### config.mk
export PLATFORM = sky130hd
export DESIGN_NAME = seq_shifter_flat
export DESIGN_NICKNAME = d
export VERILOG_FILES = /design/src/rtl/seq_shifter_if.sv /design/src/rtl/seq_shifter.sv /design/src/flat_wrapper.sv
export SDC_FILE = /design/constraint.sdc
export NUM_CORES = 1
export LEC_CHECK = 0
export CAP_MARGIN = 20
export CORE_MARGIN = 2
export CORE_UTILIZATION = 55
export CTS_BUF_LIST = sky130_fd_sc_hd__clkbuf_8 sky130_fd_sc_hd__clkbuf_16
export DETAILED_ROUTE_END_ITERATION = 12
export DONT_BUFFER_PORTS = 1
export PLACE_DENSITY = 0.75
export SLEW_MARGIN = 20
export SYNTH_ARGS = -nofsm -noshare
export SYNTH_HDL_FRONTEND = slang
export SYNTH_SLANG_ARGS = --single-unit
export TNS_END_PERCENT = 5
### constraint.sdc
create_clock -name clk -period 1.95 [get_ports clk]
set_clock_uncertainty 0.1 [all_clocks]
set_input_delay 0.39 -clock clk [delete_from_list [all_inputs] [get_ports clk]]
set_output_delay 0.39 -clock clk [all_outputs]
set_load 0.02 [all_outputs]
### src/rtl/seq_shifter_if.sv
// Request/response bundle for the sequential shifter: operand, mode and amount in,
// status and result out.
interface seq_shifter_if #(
    parameter int WIDTH   = 16,
    parameter int SHAMT_W = 4
);
    logic               start;
    logic [1:0]         mode;
    logic [WIDTH-1:0]   din;
    logic [SHAMT_W-1:0] shamt;
    logic               busy;
    logic               done;
    logic [WIDTH-1:0]   dout;
    logic               cout;

    modport master (
        output start, mode, din, shamt,
        input  busy, done, dout, cout
    );

    modport slave (
        input  start, mode, din, shamt,
        output busy, done, dout, cout
    );
endinterface

### src/rtl/seq_shifter.sv
// Multi-cycle shifter: one bit position per clock (SLL/SRL/SRA/ROL), done pulse on completion.
// dout is the working register itself, so the result holds until the next accepted start.
module seq_shifter #(
    parameter int WIDTH   = 16,
    parameter int SHAMT_W = 4
) (
    input  logic        clk,
    input  logic        reset,
    seq_shifter_if.slave bus
);
    typedef enum logic [1:0] {IDLE, SHIFT, DONE} state_t;

    localparam logic [1:0] M_SLL = 2'b00;
    localparam logic [1:0] M_SRL = 2'b01;
    localparam logic [1:0] M_SRA = 2'b10;

    state_t             state, state_nxt;
    logic [WIDTH-1:0]   work;
    logic [SHAMT_W-1:0] cnt;
    logic [1:0]         mode_q;
    logic               cout_q;
    logic [WIDTH-1:0]   shifted;
    logic               shout;
    logic               accept;

    // start is only looked at outside SHIFT; reset masks it entirely
    assign accept = bus.start && (state != SHIFT);

    always_comb begin
        state_nxt = state;
        case (state)
            IDLE:    if (accept) state_nxt = (bus.shamt != '0) ? SHIFT : DONE;
            SHIFT:   if (cnt == SHAMT_W'(1)) state_nxt = DONE;
            DONE:    if (accept) state_nxt = (bus.shamt != '0) ? SHIFT : DONE;
                     else        state_nxt = IDLE;
            default: state_nxt = IDLE;
        endcase
    end

    always_ff @(posedge clk) begin
        if (reset) state <= IDLE;
        else       state <= state_nxt;
    end

    // single-bit step of the latched operation
    always_comb begin
        shifted = work;
        shout   = 1'b0;
        case (mode_q)
            M_SLL: begin
                shifted = {work[WIDTH-2:0], 1'b0};
                shout   = work[WIDTH-1];
            end
            M_SRL: begin
                shifted = {1'b0, work[WIDTH-1:1]};
                shout   = work[0];
            end
            M_SRA: begin
                shifted = {work[WIDTH-1], work[WIDTH-1:1]};
                shout   = work[0];
            end
            default: begin
                shifted = {work[WIDTH-2:0], work[WIDTH-1]};
                shout   = work[WIDTH-1];
            end
        endcase
    end

    always_ff @(posedge clk) begin
        if (reset) begin
            work   <= '0;
            cnt    <= '0;
            mode_q <= 2'b00;
            cout_q <= 1'b0;
        end else if (accept) begin
            work   <= bus.din;
            cnt    <= bus.shamt;
            mode_q <= bus.mode;
            cout_q <= 1'b0;
        end else if (state == SHIFT) begin
            work   <= shifted;
            cnt    <= cnt - SHAMT_W'(1);
            cout_q <= shout;
        end
    end

    assign bus.busy = (state == SHIFT);
    assign bus.done = (state == DONE);
    assign bus.dout = work;
    assign bus.cout = cout_q;
endmodule

### src/flat_wrapper.sv
// flat-port wrapper written by rule: the top's interface ports become plain ports
module seq_shifter_flat 
#(
    parameter int WIDTH   = 16,
    parameter int SHAMT_W = 4
)
  (clk, reset, bus_start, bus_mode, bus_din, bus_shamt, bus_busy, bus_done, bus_dout, bus_cout);
  seq_shifter_if #(.WIDTH(WIDTH), .SHAMT_W(SHAMT_W)) bus_i ();
  input  logic clk;
  input  logic reset;
  input wire logic [$bits(bus_i.start)-1:0] bus_start;
  input wire logic [$bits(bus_i.mode)-1:0] bus_mode;
  input wire logic [$bits(bus_i.din)-1:0] bus_din;
  input wire logic [$bits(bus_i.shamt)-1:0] bus_shamt;
  output wire logic [$bits(bus_i.busy)-1:0] bus_busy;
  output wire logic [$bits(bus_i.done)-1:0] bus_done;
  output wire logic [$bits(bus_i.dout)-1:0] bus_dout;
  output wire logic [$bits(bus_i.cout)-1:0] bus_cout;
  assign bus_i.start = bus_start;
  assign bus_i.mode = bus_mode;
  assign bus_i.din = bus_din;
  assign bus_i.shamt = bus_shamt;
  assign bus_busy = bus_i.busy;
  assign bus_done = bus_i.done;
  assign bus_dout = bus_i.dout;
  assign bus_cout = bus_i.cout;
  seq_shifter #(.WIDTH(WIDTH), .SHAMT_W(SHAMT_W)) u_core (.clk(clk), .reset(reset), .bus(bus_i));
endmodule
==> impl_metrics.toml <==
[status]
outcome = "finished clean"

[power]
power.density_mw_per_mm2 = 883.5
leakagePower_nw = 0.5272
vdd_drop_max_v = 0.0004903
finalPower_mw = 1.216

[floorplanning]
rows = 17
die_y_um = 53.34
design.core.area_mm2 = 0.002255
die_x_um = 53.34
io_pins = 44
floorplan.initialDensity = 0.5938
die_area_mm2 = 0.002845

[sta]
tightest_slew_ns = 0.5276
fmax_mhz = 551.5
rsz0062_at_grt = "no"
timing_hold_violations_final = 0
fin_crit_ns = 1.813
period_share = 0.9299
hold_ws_ns = 0.08122
slew-limit-headroom = 0.6470
slew_violations = 0
final.setup.worst_slack_ns = 0.1366
setup_viol = 0
finalSetupTns_ns = 0

[clock_tree]
clk_pin_slew_worst_paths_ns = 0.09
clk_path_buf_depth = 2
clkLatencyLatePin_ns = 0.27
h-tree-depth = 1
cts_tree = "built"
cts_buffers = 3
clkSinkCount = 25
clock-root-buffer = "clkbuf_8"

[detailed_routing]
wl_per_cell_um = 17.49
routed_wl_mm = 2.956
drt_iter0_drc = 21
drt_pass1_iterations = 4
drc_errors = 0
vias_per_cell = 6.775
vias = 1145
ant_nets = 0

[synthesis]
ys_seq_area_frac = 0.3738
ys_ff_latch = 25
synth_cell_type_count = 27
synth.cell_area_mm2 = 0.001339
synthTopCellsByArea = "dfxtp_1, mux2i_1, a211oi_1"
synth_largest_area_cell = "dfxtp_1"
postSynthNetCount = 179
postSynthCellCount = 148
synth_top_area_frac = 0.3738
yosys_warnings = 0
synth.avg_cell_area_um2 = 9.046

[final_layout]
final_area_mm2 = 0.001376
areaGrowthSynthToFinish_pct = 2.804
antenna_cells = 0
fin_nets = 173
finish.utilization = 0.6104
layout.cells.non_filler = 169
drive_above_1_share = 0.07092

[critical_path]
end_kind = "flip-flop"
critPathKind = "flip-flop to flip-flop"
critPathArrivalTime_ns = 1.88
crit_required_ns = 2.02
worstSetupStartpointType = "flip-flop"
ff2ff_setup_slack_ns = 0.14
critPathMaxFanout = 15

[hold_path]
holdCritPathClass = "input pin to flip-flop"

[global_routing]
grtUsageTotal = 0.2240
grt_pass1_wl_mm = 4.733
antenna_found_initial = 0
grt_max_degree = 27
overflow = 0
grt_pass1_vias = 1069

[flow_run]
drv_cap = 0

[place]
place_inst = 165
place_area_mm2 = 0.001323
dp_hpwl_mm = 2.058
place_worst_setup_slack_ns = -0.08265
gp_congestion = 0.7753
portBuffers = 0
## Yosys cell counts
cell type  number
ha_1            6
or2_1           1
nand2b_1        1
nand2_1         4
inv_1           7
o31ai_1         3
or4_4           1
nor3b_1         2
dfxtp_1        25
nor2_1         13
mux2i_1        13
o21a_1          1
nor2b_1         1
a21oi_1        12
o211a_1         1
buf_4           4
buf_1           1
buf_2           5
a211oi_1       17
o21ai_0         3
a22oi_1         1
a221oi_1       14
o31a_1          1
nor3_1          4
nor3_2          1
clkbuf_1        4
a31oi_1         2
## power by group
part | switching (mW) | internal [mW] | total (mW)
logic | 0.127 | 0.103 | 0.230
registers | 0.107 | 0.565 | 0.671
clock network | 0.171 | 0.143 | 0.314
## layout make-up
class	count	area, um2
clock buffers	3	41.29
clock inverters	1	5.005
fillers	222	878.3
inverters	7	26.28
multi-input cells	102	745.7
flip-flops and latches	25	500.5
well taps	28	35.03
repair buffers	3	22.52
## cells by family (layout without fill, tap and decap cells)
group / after synthesis / count (layout) / synth area share
simple gates: 28 / 28 / 0.1037
flops: 25 / 25 / 0.3738
buf+inv: 21 / 14 / 0.07476
mux: 13 / 13 / 0.09719
fa+ha+maj: 6 / 6 / 0.05607
compound gates: 55 / 55 / 0.2944
## per-layer routing
layer	GRT usage	routed length, um	share of wire	vias to the layer above
met5	0	0	0	-
met1	0.2743	1379	0.47	555
li1	-	-	-	548
met2	0.3786	1353	0.46	38
met3	0.05367	194	0.066	4
met4	0.07692	29	0.0098	0
## layout by cell type, fill, tap and decap left out, types with 2 or more instances in the layout
cell type   n
a211oi_1   17
a221oi_1   14
a31oi_1     2
o31ai_1     3
o21ai_0     3
nor3b_1     2
clkbuf_8    3
dfxtp_1    25
mux2i_1    13
buf_4       3
ha_1        6
nor2_1     12
inv_1       7
nor3_1      4
a21oi_1    12
nand2_1     4
## critical path, stage by stage (launching register included)
cell	delay, ns
dfxtp_1	0.40
inv_1	0.09
ha_1	0.19
or2_1	0.41
a211oi_1	0.35
nor3_1	0.08
o21a_1	0.10
## sequential cells by signal, summed over array words and instances (netlist names)
register	cells
u_core.bus.dout	16
u_core.cnt	4
u_core.mode_q	2
u_core.bus.cout	1
u_core.state	2
## worst paths after layout
kind | to | depth (start not counted) | startpoint
worst min register to register | u_core.cnt[3]$_SDFFE_PP0P_ | 2 | u_core.cnt[3]$_SDFFE_PP0P_
worst max register to register | u_core.bus.dout[15]$_SDFFE_PP0P_ | 6 | u_core.mode_q[1]$_SDFFE_PP0N_
worst max-delay path | u_core.bus.dout[15]$_SDFFE_PP0P_ | 6 | u_core.mode_q[1]$_SDFFE_PP0N_
worst min-delay path | u_core.bus.cout$_SDFFE_PP0N_ | 1 | reset
## repair_timing
item	CTS	global route
buffers inserted	0	0
hold buffers	0	0
resized for setup	1	1
setup endpoints to repair	14	1
No activity file was read; power rests on OpenSTA's default activity.
